===== config.mk =====
export PLATFORM = sky130hd
export DESIGN_NAME = musb_interconnect
export DESIGN_NICKNAME = d
export VERILOG_FILES = /design/src/rtl/musb_bus_pkg.sv /design/src/rtl/musb_rr_arbiter.sv /design/src/rtl/musb_interconnect.sv
export SDC_FILE = /design/constraint.sdc
export NUM_CORES = 1
export LEC_CHECK = 0
export ABC_AREA = 1
export ABC_CLOCK_PERIOD_IN_PS = 6800
export BUFFER_PORTS_ARGS = -buffer_cell sky130_fd_sc_hd__clkbuf_2
export CAP_MARGIN = 25
export CORE_AREA = 2 2 162 164
export DETAILED_ROUTE_END_ITERATION = 8
export DIE_AREA = 0 0 164 166
export PLACE_DENSITY = 0.5
export SLEW_MARGIN = 5
export SYNTH_ARGS = -nofsm -noshare
export SYNTH_HDL_FRONTEND = slang
export SYNTH_HIERARCHICAL = 1
export SYNTH_SLANG_ARGS = --single-unit

===== constraint.sdc =====
create_clock -name clk -period 6.8 [get_ports clk]
set_input_delay 0 -clock clk [delete_from_list [all_inputs] [get_ports clk]]
set_output_delay 0 -clock clk [all_outputs]
set_load 0.05 [all_outputs]

===== src/rtl/musb_bus_pkg.sv =====
// Shared definitions for the MUSB bus interconnect: bus widths, arbitration
// mode names, interconnect FSM states and the per-master request payload.
package musb_bus_pkg;

  localparam int unsigned BUS_AW = 32;
  localparam int unsigned BUS_DW = 32;
  localparam int unsigned BUS_WW = 4;

  localparam string ARB_RR    = "RR";
  localparam string ARB_FIXED = "FIXED";

  typedef enum logic [1:0] {
    IDLE   = 2'd0,
    ACCESS = 2'd1,
    ERROR  = 2'd2
  } bus_state_e;

  // Address / write data / byte enables presented by one master
  typedef struct packed {
    logic [BUS_AW-1:0] addr;
    logic [BUS_DW-1:0] data;
    logic [BUS_WW-1:0] wr;
  } bus_req_t;

endpackage


===== src/rtl/musb_rr_arbiter.sv =====
// Request arbiter for the MUSB interconnect.
// Round-robin: the search starts at the pointer; fixed: the search starts at 0.
// The pointer moves to upd_idx+1 (mod NMASTERS) whenever upd is pulsed.
// Ports:
//   clk, rst   - clock, asynchronous active-low reset
//   req        - per-master request vector
//   upd        - transaction-end strobe
//   upd_idx    - index of the master whose transaction ended
//   gnt_idx    - binary index of the winning master (valid when valid=1)
//   valid      - at least one request present
module musb_rr_arbiter
  import musb_bus_pkg::*;
#(
  parameter int unsigned NMASTERS = 3,
  parameter string       ARB_MODE = "RR",
  localparam int unsigned IW      = (NMASTERS > 1) ? $clog2(NMASTERS) : 1
) (
  input  logic                clk,
  input  logic                rst,
  input  logic [NMASTERS-1:0] req,
  input  logic                upd,
  input  logic [IW-1:0]       upd_idx,
  output logic [IW-1:0]       gnt_idx,
  output logic                valid
);

  localparam bit FIXED_MODE = (ARB_MODE == ARB_FIXED);

  logic [IW-1:0] ptr_q;
  logic [IW-1:0] base;

  function automatic logic [IW-1:0] mod_add(input logic [IW-1:0] a, input int unsigned b);
    return IW'((32'(a) + b) % NMASTERS);
  endfunction

  assign base = FIXED_MODE ? '0 : ptr_q;

  // First requester found walking upward from base, wrapping at NMASTERS
  always_comb begin
    valid   = 1'b0;
    gnt_idx = '0;
    for (int unsigned i = 0; i < NMASTERS; i++) begin
      if (!valid && req[mod_add(base, i)]) begin
        valid   = 1'b1;
        gnt_idx = mod_add(base, i);
      end
    end
  end

  // Pointer register
  always_ff @(posedge clk or negedge rst) begin
    if (!rst) begin
      ptr_q <= '0;
    end else if (upd) begin
      ptr_q <= mod_add(upd_idx, 1);
    end
  end

endmodule


===== src/rtl/musb_interconnect.sv =====
// MUSB shared-bus interconnect: arbitrates NMASTERS requesters onto one bus,
// decodes the granted address to one of NSLAVES targets, returns an error for
// unmapped addresses and for slaves that do not answer within TIMEOUT cycles.
// Ports:
//   clk, rst                          - clock, asynchronous active-low reset
//   master_address/data_i/wr/enable   - per-master request (packed, master 0 in LSBs)
//   master_data_o                     - shared read data (valid in ACCESS only)
//   master_ready, master_error        - per-master completion / error pulses
//   slave_address/data_o/wr           - request of the registered grant
//   slave_enable                      - one-hot slave select, ACCESS only
//   slave_data_i, slave_ready         - per-slave read data and completion
module musb_interconnect
  import musb_bus_pkg::*;
#(
  parameter int unsigned                NMASTERS   = 3,
  parameter int unsigned                NSLAVES    = 3,
  parameter logic [NSLAVES*BUS_AW-1:0]  MATCH_ADDR = {32'h1100_0000, 32'h1000_0000, 32'h0000_0000},
  parameter logic [NSLAVES*BUS_AW-1:0]  MATCH_MASK = {32'hFFFF_FFF8, 32'hFFFF_FFE0, 32'hFFFF_0000},
  parameter string                      ARB_MODE   = "RR",
  parameter int unsigned                TIMEOUT    = 255,
  localparam int unsigned MW = (NMASTERS > 1) ? $clog2(NMASTERS) : 1,
  localparam int unsigned SW = (NSLAVES > 1) ? $clog2(NSLAVES) : 1,
  localparam int unsigned CW = $clog2(TIMEOUT + 1)
) (
  input  logic                         clk,
  input  logic                         rst,
  input  logic [NMASTERS*BUS_AW-1:0]   master_address,
  input  logic [NMASTERS*BUS_DW-1:0]   master_data_i,
  input  logic [NMASTERS*BUS_WW-1:0]   master_wr,
  input  logic [NMASTERS-1:0]          master_enable,
  output logic [BUS_DW-1:0]            master_data_o,
  output logic [NMASTERS-1:0]          master_ready,
  output logic [NMASTERS-1:0]          master_error,
  output logic [BUS_AW-1:0]            slave_address,
  output logic [BUS_DW-1:0]            slave_data_o,
  output logic [BUS_WW-1:0]            slave_wr,
  output logic [NSLAVES-1:0]           slave_enable,
  input  logic [NSLAVES*BUS_DW-1:0]    slave_data_i,
  input  logic [NSLAVES-1:0]           slave_ready
);

  bus_req_t          m_req   [NMASTERS];
  logic [BUS_DW-1:0] s_rdata [NSLAVES];

  bus_state_e    state_q, state_d;
  logic [MW-1:0] gnt_q, gnt_d;
  logic [SW-1:0] slv_q, slv_d;
  logic [CW-1:0] cnt_q, cnt_d;

  logic          arb_valid;
  logic [MW-1:0] arb_idx;
  logic          arb_upd;

  logic          dec_hit;
  logic [SW-1:0] dec_idx;

  // Unpack flat port vectors
  for (genvar i = 0; i < NMASTERS; i++) begin : g_mreq
    assign m_req[i].addr = master_address[i*BUS_AW +: BUS_AW];
    assign m_req[i].data = master_data_i[i*BUS_DW +: BUS_DW];
    assign m_req[i].wr   = master_wr[i*BUS_WW +: BUS_WW];
  end

  for (genvar k = 0; k < NSLAVES; k++) begin : g_srd
    assign s_rdata[k] = slave_data_i[k*BUS_DW +: BUS_DW];
  end

  musb_rr_arbiter #(
    .NMASTERS (NMASTERS),
    .ARB_MODE (ARB_MODE)
  ) u_arb (
    .clk     (clk),
    .rst     (rst),
    .req     (master_enable),
    .upd     (arb_upd),
    .upd_idx (gnt_q),
    .gnt_idx (arb_idx),
    .valid   (arb_valid)
  );

  // Address decode of the arbiter's candidate; lowest matching slave wins
  always_comb begin
    dec_hit = 1'b0;
    dec_idx = '0;
    for (int unsigned k = 0; k < NSLAVES; k++) begin
      if (!dec_hit &&
          ((m_req[arb_idx].addr & MATCH_MASK[k*BUS_AW +: BUS_AW]) ==
           MATCH_ADDR[k*BUS_AW +: BUS_AW])) begin
        dec_hit = 1'b1;
        dec_idx = SW'(k);
      end
    end
  end

  // State register
  always_ff @(posedge clk or negedge rst) begin
    if (!rst) begin
      state_q <= IDLE;
      gnt_q   <= '0;
      slv_q   <= '0;
      cnt_q   <= '0;
    end else begin
      state_q <= state_d;
      gnt_q   <= gnt_d;
      slv_q   <= slv_d;
      cnt_q   <= cnt_d;
    end
  end

  // Next-state logic; arb_upd marks the end of every transaction
  always_comb begin
    state_d = state_q;
    gnt_d   = gnt_q;
    slv_d   = slv_q;
    cnt_d   = cnt_q;
    arb_upd = 1'b0;
    unique case (state_q)
      IDLE: begin
        if (arb_valid) begin
          gnt_d   = arb_idx;
          slv_d   = dec_idx;
          cnt_d   = '0;
          state_d = dec_hit ? ACCESS : ERROR;
        end
      end
      ACCESS: begin
        if (slave_ready[slv_q]) begin
          state_d = IDLE;
          arb_upd = 1'b1;
        end else if (!master_enable[gnt_q]) begin
          state_d = IDLE;
          arb_upd = 1'b1;
        end else if (cnt_q == CW'(TIMEOUT - 1)) begin
          state_d = ERROR;
        end else begin
          cnt_d = cnt_q + CW'(1);
        end
      end
      ERROR: begin
        state_d = IDLE;
        arb_upd = 1'b1;
      end
      default: state_d = IDLE;
    endcase
  end

  // Bus outputs: request path always follows the registered grant
  always_comb begin
    slave_address = m_req[gnt_q].addr;
    slave_data_o  = m_req[gnt_q].data;
    slave_wr      = m_req[gnt_q].wr;
    slave_enable  = '0;
    master_ready  = '0;
    master_error  = '0;
    master_data_o = '0;
    if (state_q == ACCESS) begin
      slave_enable[slv_q] = 1'b1;
      master_ready[gnt_q] = slave_ready[slv_q];
      master_data_o       = s_rdata[slv_q];
    end
    if (state_q == ERROR) begin
      master_error[gnt_q] = 1'b1;
    end
  end

endmodule

* After elaboration in Yosys (flattened, before gate mapping)
Cells that the tools add are included. W data, S select, Z words.
Cells by class: reductions and logical operators 16, div/mod/pow operators 4, muxes and demuxes 52, $lt $le $gt $ge 10, add/sub/neg operators 4, eq/ne operators 10, bitwise operators 4
Operators by type and width (count):
- $bmux W68 S2 | 2
- $mux W68 | 4
- $mod A32 B2 Y32 const B | 3
- $mux W32 | 3
- $bmux W32 S2 | 1
- $logic_not A32 Y1 | 1
- $mod A2 B2 Y32 const B | 1
- $mux W8 | 4
- $eq A29 B26 Y1 const B | 1
- $eq A27 B24 Y1 const B | 1
- $mux W2 | 9
- $mux W1 | 16
- $pmux W8 S2 | 1
- $lt A2 B3 Y1 const B | 5
- $bmux W1 S2 | 5
- $ge A3 B3 Y1 const B | 3
- $mux W3 | 3
- $not A2 Y3 | 3
- $add A8 B1 Y8 const B | 1
- $eq A8 B8 Y1 const B | 1
- $ne A2 B2 Y1 const B | 4
- $add A2 B1 Y3 const B | 2
- $logic_and A1 B1 Y1 | 6
- $reduce_and A5 Y1 | 1
- 13 further kinds | 19
Word-level totals: output and inout bits 109, register bits 16, bits of input ports 308, logic and storage cells 105

* Logic depth before layout (Yosys ltp)
Gate-level depths: netlist (run 1).
depth after elaboration 25, mapped depth 25

* Hierarchy
Netlist (run 1), hierarchy kept.
Modules (own cells, without submodules):
- musb_interconnect | seq. area each 350.3 sq um, area each 3833.7 sq um, cells each 795, times used 1
- musb_rr_arbiter | seq. area each 50.0 sq um, area each 324.1 sq um, cells each 59, times used 1

* Worst setup path after synthesis (run 1)
No wires, ideal clock.
path kind register -> register, start register u_arb.ptr_q[0] (netlist: u_arb/base[0]), end register state_q[0], arrival time 2.279 ns, slack 4.456 ns, cell stages (with the launch flop) 26, data required time 6.735 ns, cells stage by stage dfrtp_1 > inv_1 > ha_1 > inv_2 > nand2_1 > nand3_1 > nand2_1 > nand2_1 > inv_1 > nand3_1 > nand2_1 > buf_6 > nor2_4 > buf_6 > nand2_1 > nand2_1 > inv_1 > nand2_1 > nand2_1 > nor2_2 > nand2_1 > nor2_1 > nand2_1 > nand3_1 > nand2_1 > nand2_1
On the way: longest elaborated chain between the ends 25, elaborated cells between the ends (all ways) 40
Ends and longest elaborated chain:
- from (decl) | line musb_rr_arbiter.sv:29 | logic [IW-1:0] ptr_q;
- from (signal assigned) | line musb_rr_arbiter.sv:55 | ptr_q <= mod_add(upd_idx, 1);
- parallel branches: the longest is 9 deep, another holds $mod A32 B2 Y32
- $mux W2 * | line musb_rr_arbiter.sv:43 | if (!valid && req[mod_add(base, i)]) begin
- named net arb_idx[0] | line musb_interconnect.sv:51 | logic [MW-1:0] arb_idx;
- $not A2 Y3 (implied by the code) * | line musb_interconnect.sv:87 | ((m_req[arb_idx].addr & MATCH_MASK[k*BUS_AW +: BUS_AW]) ==
- $bmux W68 S2 * | line musb_interconnect.sv:87
- $mux W68 (implied by the code) * (2 in a row) | line musb_interconnect.sv:87
- $logic_not A32 Y1 | line musb_interconnect.sv:87
- $mux W1 | line musb_interconnect.sv:86 | if (!dec_hit &&
- $logic_not A1 Y1 | line musb_interconnect.sv:86
- $logic_and A1 B1 Y1 | line musb_interconnect.sv:86
- $mux W1 | line musb_interconnect.sv:86
- $logic_not A1 Y1 | line musb_interconnect.sv:86
- $logic_and A1 B1 Y1 | line musb_interconnect.sv:86
- $mux W1 * | line musb_interconnect.sv:86
- $mux W2 * | line musb_interconnect.sv:123 | state_d = dec_hit ? ACCESS : ERROR;
- $mux W2 * | line musb_interconnect.sv:119 | if (arb_valid) begin
- $pmux W2 S2 * | line musb_interconnect.sv:117 | unique case (state_q)
- to (signal assigned) | line musb_interconnect.sv:103 | state_q <= state_d;
- to (decl) | line musb_interconnect.sv:45 | bus_state_e state_q, state_d;
Mark *: on every way through the listed nets, which the timed path passes. The select of a mux whose other input is x is not followed. A chain may end at the register's enable or synchronous reset.

* Worst setup path in the final report (run 1)
Same ends and word-level chain as after synthesis.

==> results of run 1 <==
Yosys cell counts (all sizes together):
cell	n
a21boi	1
a21oi	12
a22oi	2
a31oi	4
and2	1
buf	23
clkbuf	19
clkinv	1
dfrtp	16
ha	9
inv	95
nand2	414
nand3	114
nand3b	2
nand4	7
nor2	58
nor3	7
o211ai	18
o21ai	32
o21bai	1
o221ai	10
or2	7
xor2	1
cells in the final DEF (no fill, tap or decap), types with 2 or more instances in the layout:
cell type	n
nor2_2	2
nor3_2	3
nand2_1	410
nand2_2	4
a31oi_1	4
buf_4	7
nand3_1	114
nor2_4	4
ha_1	9
o21ai_2	7
nand4_1	7
inv_1	89
nor3_1	4
dfrtp_1	16
clkbuf_2	416
o221ai_1	10
nor2_1	52
inv_2	6
o21ai_1	4
a21oi_1	12
clkbuf_16	3
o211ai_1	18
o21ai_0	21
or2_2	6
layout make-up:
class | count | area share
repair buffers | 425 | 0.327
inverters | 96 | 0.0542
clock buffers | 4 | 0.0134
multi-input cells | 700 | 0.483
flip-flops and latches | 16 | 0.0602
well taps | 335 | 0.0630
worst min-delay path by stage:
stage,startpoint,to,slack (ns),cells past startpoint
6_report,rst,cnt_q[6]$_DFFE_PN0P_,0.27,2
3_3_place_gp,rst,cnt_q[2]$_DFFE_PN0P_,-0.03,1
5_1_grt,rst,cnt_q[0]$_DFFE_PN0P_,0.30,2
4_1_cts,rst,cnt_q[0]$_DFFE_PN0P_,0.28,2
3_5_place_dp,rst,cnt_q[6]$_DFFE_PN0P_,-0.04,1
2_1_floorplan,rst,cnt_q[0]$_DFFE_PN0P_,-0.30,0
layer usage:
metal | up-vias | track usage
met5 | - | 0
met3 | 29 | 0.0382
met1 | 2993 | 0.190
met4 | 0 | 0.0297
met2 | 282 | 0.278
li1 | 3469 | -
kinds of logic after synthesis:
family          synth area share
xor+xnor                 0.00211
fa+ha+maj                 0.0271
simple gates               0.611
flops                     0.0963
buf+inv                    0.137
compound gates             0.127
state kept, by name, summed over array words and instances, names as in the netlist:
| name | cells |
|---|---|
| cnt_q | 8 |
| gnt_q | 2 |
| state_q | 2 |
| u_arb/base | 2 |
| slv_q | 2 |
metrics by stage:
step	setup WS [ns]	hold slack, ns	power, µW	util	cells
floorplan	4.46	-0.296	1770	-	854
finish	3.36	0.273	2440	0.260	1576
detailed placement	2.80	-0.0422	2290	0.254	1569
global placement	2.89	-0.0299	2280	0.254	1568
global route	2.99	0.302	2650	0.260	1576
CTS	2.78	0.284	2430	0.258	1574
worst max-delay path, cell delays in order (launching register included):
cell and delay (ns):
dfrtp_1 0.37, inv_1 0.06, ha_1 0.38, inv_2 0.11, nand2_1 0.05, nand3_1 0.06
nand2_1 0.05, nand2_1 0.08, inv_1 0.05, nand3_1 0.07, nand2_1 0.13, buf_16 0.19
inv_1 0.57, nand2_2 0.26, nor2_1 0.22, inv_1 0.06, nand2_1 0.06, nand2_1 0.05
nor2_1 0.09, nand2_1 0.06, nor2_1 0.09, nand2_1 0.11, nand3_1 0.10, nand2_1 0.05
nand2_1 0.05
power by group:
part | total, µW | leakage (µW) | switching, µW | internal, µW
Combinational | 2190 | 0.00376 | 1640 | 549
Sequential | 122 | 0.000217 | 12.8 | 109
Clock | 127 | 0.0000442 | 37.6 | 89.4
what timing repair did:
item | 4_1_cts | 5_1_grt
endpoints found under the hold margin | 16 | 0
setup buffers | 0 | 0
hold buffers | 1 | 0
==> metrics, run 1 <==
worst slew pin tran=0.994 ns; reg2reg path depth=24; CTS Buf Count=3; first-pass GRT wire length=34,200 µm; DR vias/cell=4.30; sequential-to-total area share from yosys stat=0.0963; Antenna diodes=0; cell area after placement=6520 µm²; drt first pass iters=5; I/O Buffers=416; Synth area leader=nand2_1; Placer Congestion=0.858; ANT nets after route=0; Max Fclk=0.290 GHz; Crit Reg-Reg Endpoint=state_q[0]$_DFFE_PN0P_; CP Capture Type=flop; Worst slew margin=0.336; Synth Area per Inst=4.87 µm²; Initial DRC Count=450; routed length per placed instance=14.2 µm; Final #Nets=1,559; largest cells by area after synthesis=nand2_1 (37%), nand3_1 (14%), dfrtp_1 (9.6%); fraction of layout cells with a size suffix above 1=0.372; cell area after layout=6650 µm²; vias in the first global route=6,532; fillcell total=2,945; cells after synthesis=854; CTS sink count=16; worst setup path start=u_arb/base[0]$_DFFE_PN0P_; DR WL met3=1720 µm; Worst Clk Skew=0.00241 ns; final setup vio count=0; post-CTS sizing=0; starting density of the core=0.162; Final Hold Fails=0; RR Startpoint=u_arb/base[0]$_DFFE_PN0P_; total grt overflow=0; post-synth top area share=0.370; Max VDD drop=204 µV; Synth Warn #=6; area delta synth->final=59.9%; hpwl dp=18,800 µm; CP Class=reg2reg; net count after synthesis=1,171; CTS Root Cell=clkbuf_16; Hold Crit Class=in2async; CTS tree=yes; worst-path maximum fanout=28; count of pins over their slew limit=0; Skew-Pair Late Insertion Delay=0.25 ns; RSZ-0062 raised after global routing=no; Reg clk slew, reported paths=0.05 ns; startpoint class of the critical path=flop; worst endpoint required time=6.99 ns; H-tree depth=1; DR WL met2=11,000 µm; initial antenna violation count=0; CTS Buffer Depth=2; Worst R2R Setup Slack=3.36 ns; Met1 Routed Length=9280 µm; FF+latch area=400 µm²; Die X=164 µm; Fin Setup TNS=0 ns; Mapped Area=4160 µm²; Die ar.=27,200 µm²; top sig layer=met4; # Max-Cap Violations=0; largest net degree at the start of global routing=60; multi-input logic area=3210 µm²; via count=6,773; Ports=417; Worst EP arrival=3.63 ns; FP Rows=59; DRC errors left=0; register bit total from synthesis=16; final wirelength=22,300 µm; Final min period=3.44 ns; Die Ht=166 µm; crit path to=state_q[0]$_DFFE_PN0P_; power per cell area=367 nW/µm²; Leak Pwr=0.00402 µW; library cells used by synthesis=37; GRT Util Overall=0.156; final worst-path cycle share=0.507; area of the core=25,600 µm²; status=completed
No activity file was read; power rests on OpenSTA's default activity.
==> run 2, diff against run 1 <==
- ABC_AREA: 1 -> 0
- ABC_CLOCK_PERIOD_IN_PS: 6800 -> 3610
- CORE_AREA: 2 2 162 164 -> 2 2 160 162
- DIE_AREA: 0 0 164 166 -> 0 0 162 164
- clock period: 6.8 -> 3.61 ns (I/O delays scaled with it)
==> run 2 against run 1 <==
  * Flip-flop and latch count unchanged
  * Clock skew down 0.0014 ns
  * Sequential share of layout area increased by 0.34 points
  * Critical path depth shrank 13
  * Synthesized cell count fell by 33%
==> metrics, run 2 <==
# Max-Cap Violations=0 (unchanged); CTS Root Cell=clkbuf_16 (unchanged); Initial DRC Count=401 (was 450); RSZ-0062 raised after global routing=no (unchanged); Post-synth ARST share=1.00 (unchanged); largest cells by area after synthesis=mux2i_1 (28%), o21ai_0 (14%), nand2_1 (11%) (was nand2_1 (37%), nand3_1 (14%), dfrtp_1 (9.6%)); Max Fclk=0.297 GHz (was 0.290 GHz); ANT nets after route=0 (unchanged); Worst R2R Setup Slack=0.24 ns (was 3.36 ns); drt first pass iters=4 (was 5); CTS Buffer Depth=2 (unchanged); net count after synthesis=893 (was 1,171); FF+latch area=407 µm² (was 400 µm²); CTS tree=yes (unchanged); RR Startpoint=u_arb/base[0]$_DFFE_PN0P_ (unchanged); CP Capture Type=flop (unchanged); first-pass GRT wire length=29,000 µm (was 34,200 µm); Worst Clk Skew=0.00101 ns (was 0.00241 ns); power per cell area=668 nW/µm² (was 367 nW/µm²); Skew-Pair Late Insertion Delay=0.24 ns (was 0.25 ns); Synth area leader=mux2i_1 (was nand2_1); worst-path maximum fanout=8 (was 28); Final #Nets=1,281 (was 1,559); area of the core=24,800 µm² (was 25,600 µm²); Leak Pwr=0.00318 µW (was 0.00402 µW); Flop pwr share=0.060 (was 0.050); GRT Util Overall=0.137 (was 0.156); final setup vio count=0 (unchanged); Crit Reg-Reg Endpoint=slv_q[1]$_DFFE_PN0P_ (was state_q[0]$_DFFE_PN0P_); Die Ht=164 µm (was 166 µm); Largest register FFs=8 (unchanged); cells after synthesis=576 (was 854); startpoint class of the critical path=flop (unchanged); Reg clk slew, reported paths=0.05 ns (about the same); Fin Setup TNS=0 ns (unchanged); largest net degree at the start of global routing=78 (was 60); initial antenna violation count=2 (was 0); most common cell in the netlist=nand2_1 (unchanged); Most flops, register=cnt_q (unchanged); Net Sw Frac=0.663 (was 0.694); CP Class=reg2reg (unchanged); worst endpoint required time=3.79 ns (was 6.99 ns); vias in the first global route=5,272 (was 6,532); final wirelength=20,100 µm (was 22,300 µm); Clock power frac=0.056 (was 0.052); Top FF cell, synth=dfrtp_1 (unchanged); CTS sink count=16 (unchanged); final worst-path cycle share=0.932 (was 0.507); Die X=162 µm (was 164 µm); Psw=2830 µW (was 1700 µW); fraction of layout cells with a size suffix above 1=0.463 (was 0.372); post-synth top area share=0.282 (was 0.370); routed length per placed instance=15.6 µm (was 14.2 µm); Max VDD drop=470 µV (was 204 µV); P_int=1440 µW (was 748 µW); reg2reg path depth=11 (was 24); WP buf/inv=1 (was 6); area delta synth->final=65.6% (was 59.9%); DRC errors left=0 (unchanged); crit path cell chain=inv_1, ha_1, mux2i_1, mux2i_1, o21ai_4, nor4_1, a21oi_1, a2111oi_1, o221ai_1, nor4_1, a21o_1 (was inv_1, ha_1, inv_2, nand2_1, nand3_1, nand2_1, nand2_1, inv_1, nand3_1, nand2_1, buf_16, inv_1, nand2_2, nor2_1, inv_1, nand2_1, nand2_1, nor2_1, nand2_1, nor2_1, nand2_1, nand3_1, nand2_1, nand2_1); Worst EP arrival=3.55 ns (was 3.63 ns); H-tree depth=1 (unchanged); HP Start=master_address[56]; setup bufs post-CTS=0 (unchanged); fin util=0.258 (was 0.260); starting density of the core=0.156 (was 0.162); worst slew pin tran=0.736 ns (was 0.994 ns); Worst Hold Path Cells=3; combinational cell fraction of total power=0.884 (was 0.898); DP Worst Slack=0.322 ns (was 2.80 ns); crit-path max cell delay=0.45 ns (was 0.57 ns); Hold Crit Class=in2reg (was in2async); Commonest cells post-synth=nand2_1 (112), o21ai_0 (110), mux2i_1 (109) (was nand2_1 (410), nand3_1 (114), inv_1 (89)); Final min period=3.37 ns (was 3.44 ns); commonest non-fill, non-tap cell in the layout=clkbuf_2 (unchanged); status=completed (unchanged); Worst Hold Path EP=slv_q[0]$_DFFE_PN0P_; total grt overflow=0 (unchanged); multi-input logic area=3250 µm² (was 3210 µm²); FP Rows=58 (was 59); critical path's top delay family=compound AO/OA/AOI/OAI gates (was simple AND/OR/NAND/NOR gates); hpwl dp=17,100 µm (was 18,800 µm); setup ws final=0.244 ns (was 3.36 ns); Post-synth EDFFs=0 (unchanged); Antenna diodes=0 (unchanged); DR vias/cell=4.34 (was 4.30); sequential-to-total area share from yosys stat=0.104 (was 0.0963); Ports=417 (unchanged); Worst slew margin=0.509 (was 0.336); Synth Area per Inst=6.71 µm² (was 4.87 µm²); Mapped Area=3860 µm² (was 4160 µm²); register bit total from synthesis=16 (unchanged); via count=5,606 (was 6,773); Final Hold Fails=0 (unchanged); Die ar.=26,600 µm² (was 27,200 µm²); count of pins over their slew limit=0 (unchanged); I/O Buffers=416 (unchanged); CTS Buf Count=3 (unchanged); slowest CP cell=a2111oi_1 (was inv_1); most frequent cells in the layout=clkbuf_2 (416), nand2_1 (112), o21ai_0 (110), mux2i_1 (109), and2_1 (33) (was clkbuf_2 (416), nand2_1 (410), nand3_1 (114), inv_1 (89), nor2_1 (52)); library cells used by synthesis=49 (was 37); Synth Warn #=6 (unchanged); total chip power=4270 µW (was 2440 µW); fillcell total=2,857 (was 2,945); Placer Congestion=0.821 (was 0.858)
## run 2: cell types whose count changed in the layout (fill, tap and decap cells not counted), moves of 9 or more
cell / delta
nand3_1: -107
o211ai_1: -14
o21ai_0: +89
and2_1: +32
o221ai_1: -9
nor4_1: +10
mux2i_1: +109
nor2_1: -31
inv_1: -79
nand2_1: -298
## run 2: how the worst max path moves through the flow
stage	start	to	slack [ns]	cells after the start
2_1_floorplan	u_arb/base[0]$_DFFE_PN0P_	slv_q[1]$_DFFE_PN0P_	0.74	12
3_5_place_dp	u_arb/base[0]$_DFFE_PN0P_	slv_q[1]$_DFFE_PN0P_	0.32	12
6_report	u_arb/base[0]$_DFFE_PN0P_	slv_q[1]$_DFFE_PN0P_	0.24	11
5_1_grt	u_arb/base[0]$_DFFE_PN0P_	slv_q[1]$_DFFE_PN0P_	0.02	12
3_3_place_gp	u_arb/base[0]$_DFFE_PN0P_	slv_q[1]$_DFFE_PN0P_	0.40	11
4_1_cts	u_arb/base[0]$_DFFE_PN0P_	slv_q[1]$_DFFE_PN0P_	0.30	12
## run 2: what timing repair did
action / 4_1_cts / 5_1_grt
setup endpoints to repair: 0 / 3
hold buffers: 1 / 0
endpoints found under the hold margin: 16 / 0
gates resized for setup: 0 / 3
## run 2: area by class of cell
| type | instances | area share |
|---|---|---|
| inverters | 10 | 0.00587 |
| multi-input cells | 503 | 0.508 |
| flip-flops and latches | 16 | 0.0636 |
| clock buffers | 4 | 0.0139 |
| repair buffers | 430 | 0.344 |
| well taps | 330 | 0.0645 |
## run 2: logic make-up after synthesis
| group | share of synthesized area |
|---|---|
| buffers and inverters | 0.0628 |
| AO/OA/AOI/OAI | 0.214 |
| adder cells (fa/ha/maj) | 0.0292 |
| XOR/XNOR | 0.0113 |
| multiplexers | 0.288 |
| AND/OR/NAND/NOR | 0.290 |
| flip-flops | 0.104 |
## run 2: through the flow
step | instances | cell area (µm²) | hold WS, ns
after floorplan | 576 | 3860 | -0.296
final | 1293 | 6400 | 0.176
after global placement | 1288 | 6290 | -0.0417
after global routing | 1293 | 6400 | 0.192
after detailed placement | 1288 | 6290 | -0.0391
after CTS | 1293 | 6390 | 0.168
## run 2: worst min-delay path, cell delays in order
cell	delay, ns
clkbuf_2	0.10
o2bb2ai_1	0.18
o41ai_1	0.10
## run 2: power groups by stage
| stage | clock network (µW) | registers [µW] | logic [µW] |
|---|---|---|---|
| after detailed placement | 0 | 257 | 3770 |
| after CTS | 249 | 255 | 3780 |
| final | 240 | 255 | 3780 |
| after global placement | 0 | 257 | 3760 |
| after floorplan | 0 | 225 | 2800 |
| after global routing | 253 | 261 | 4020 |
## run 2: routing by layer
metal  vias up  global-route usage  part of all wire
met4         2              0.0229             0.010
li1       2825                   -                 -
met5         -                   0           0.00040
met2       241               0.249              0.50
met1      2526               0.171              0.42
met3        12              0.0235             0.072
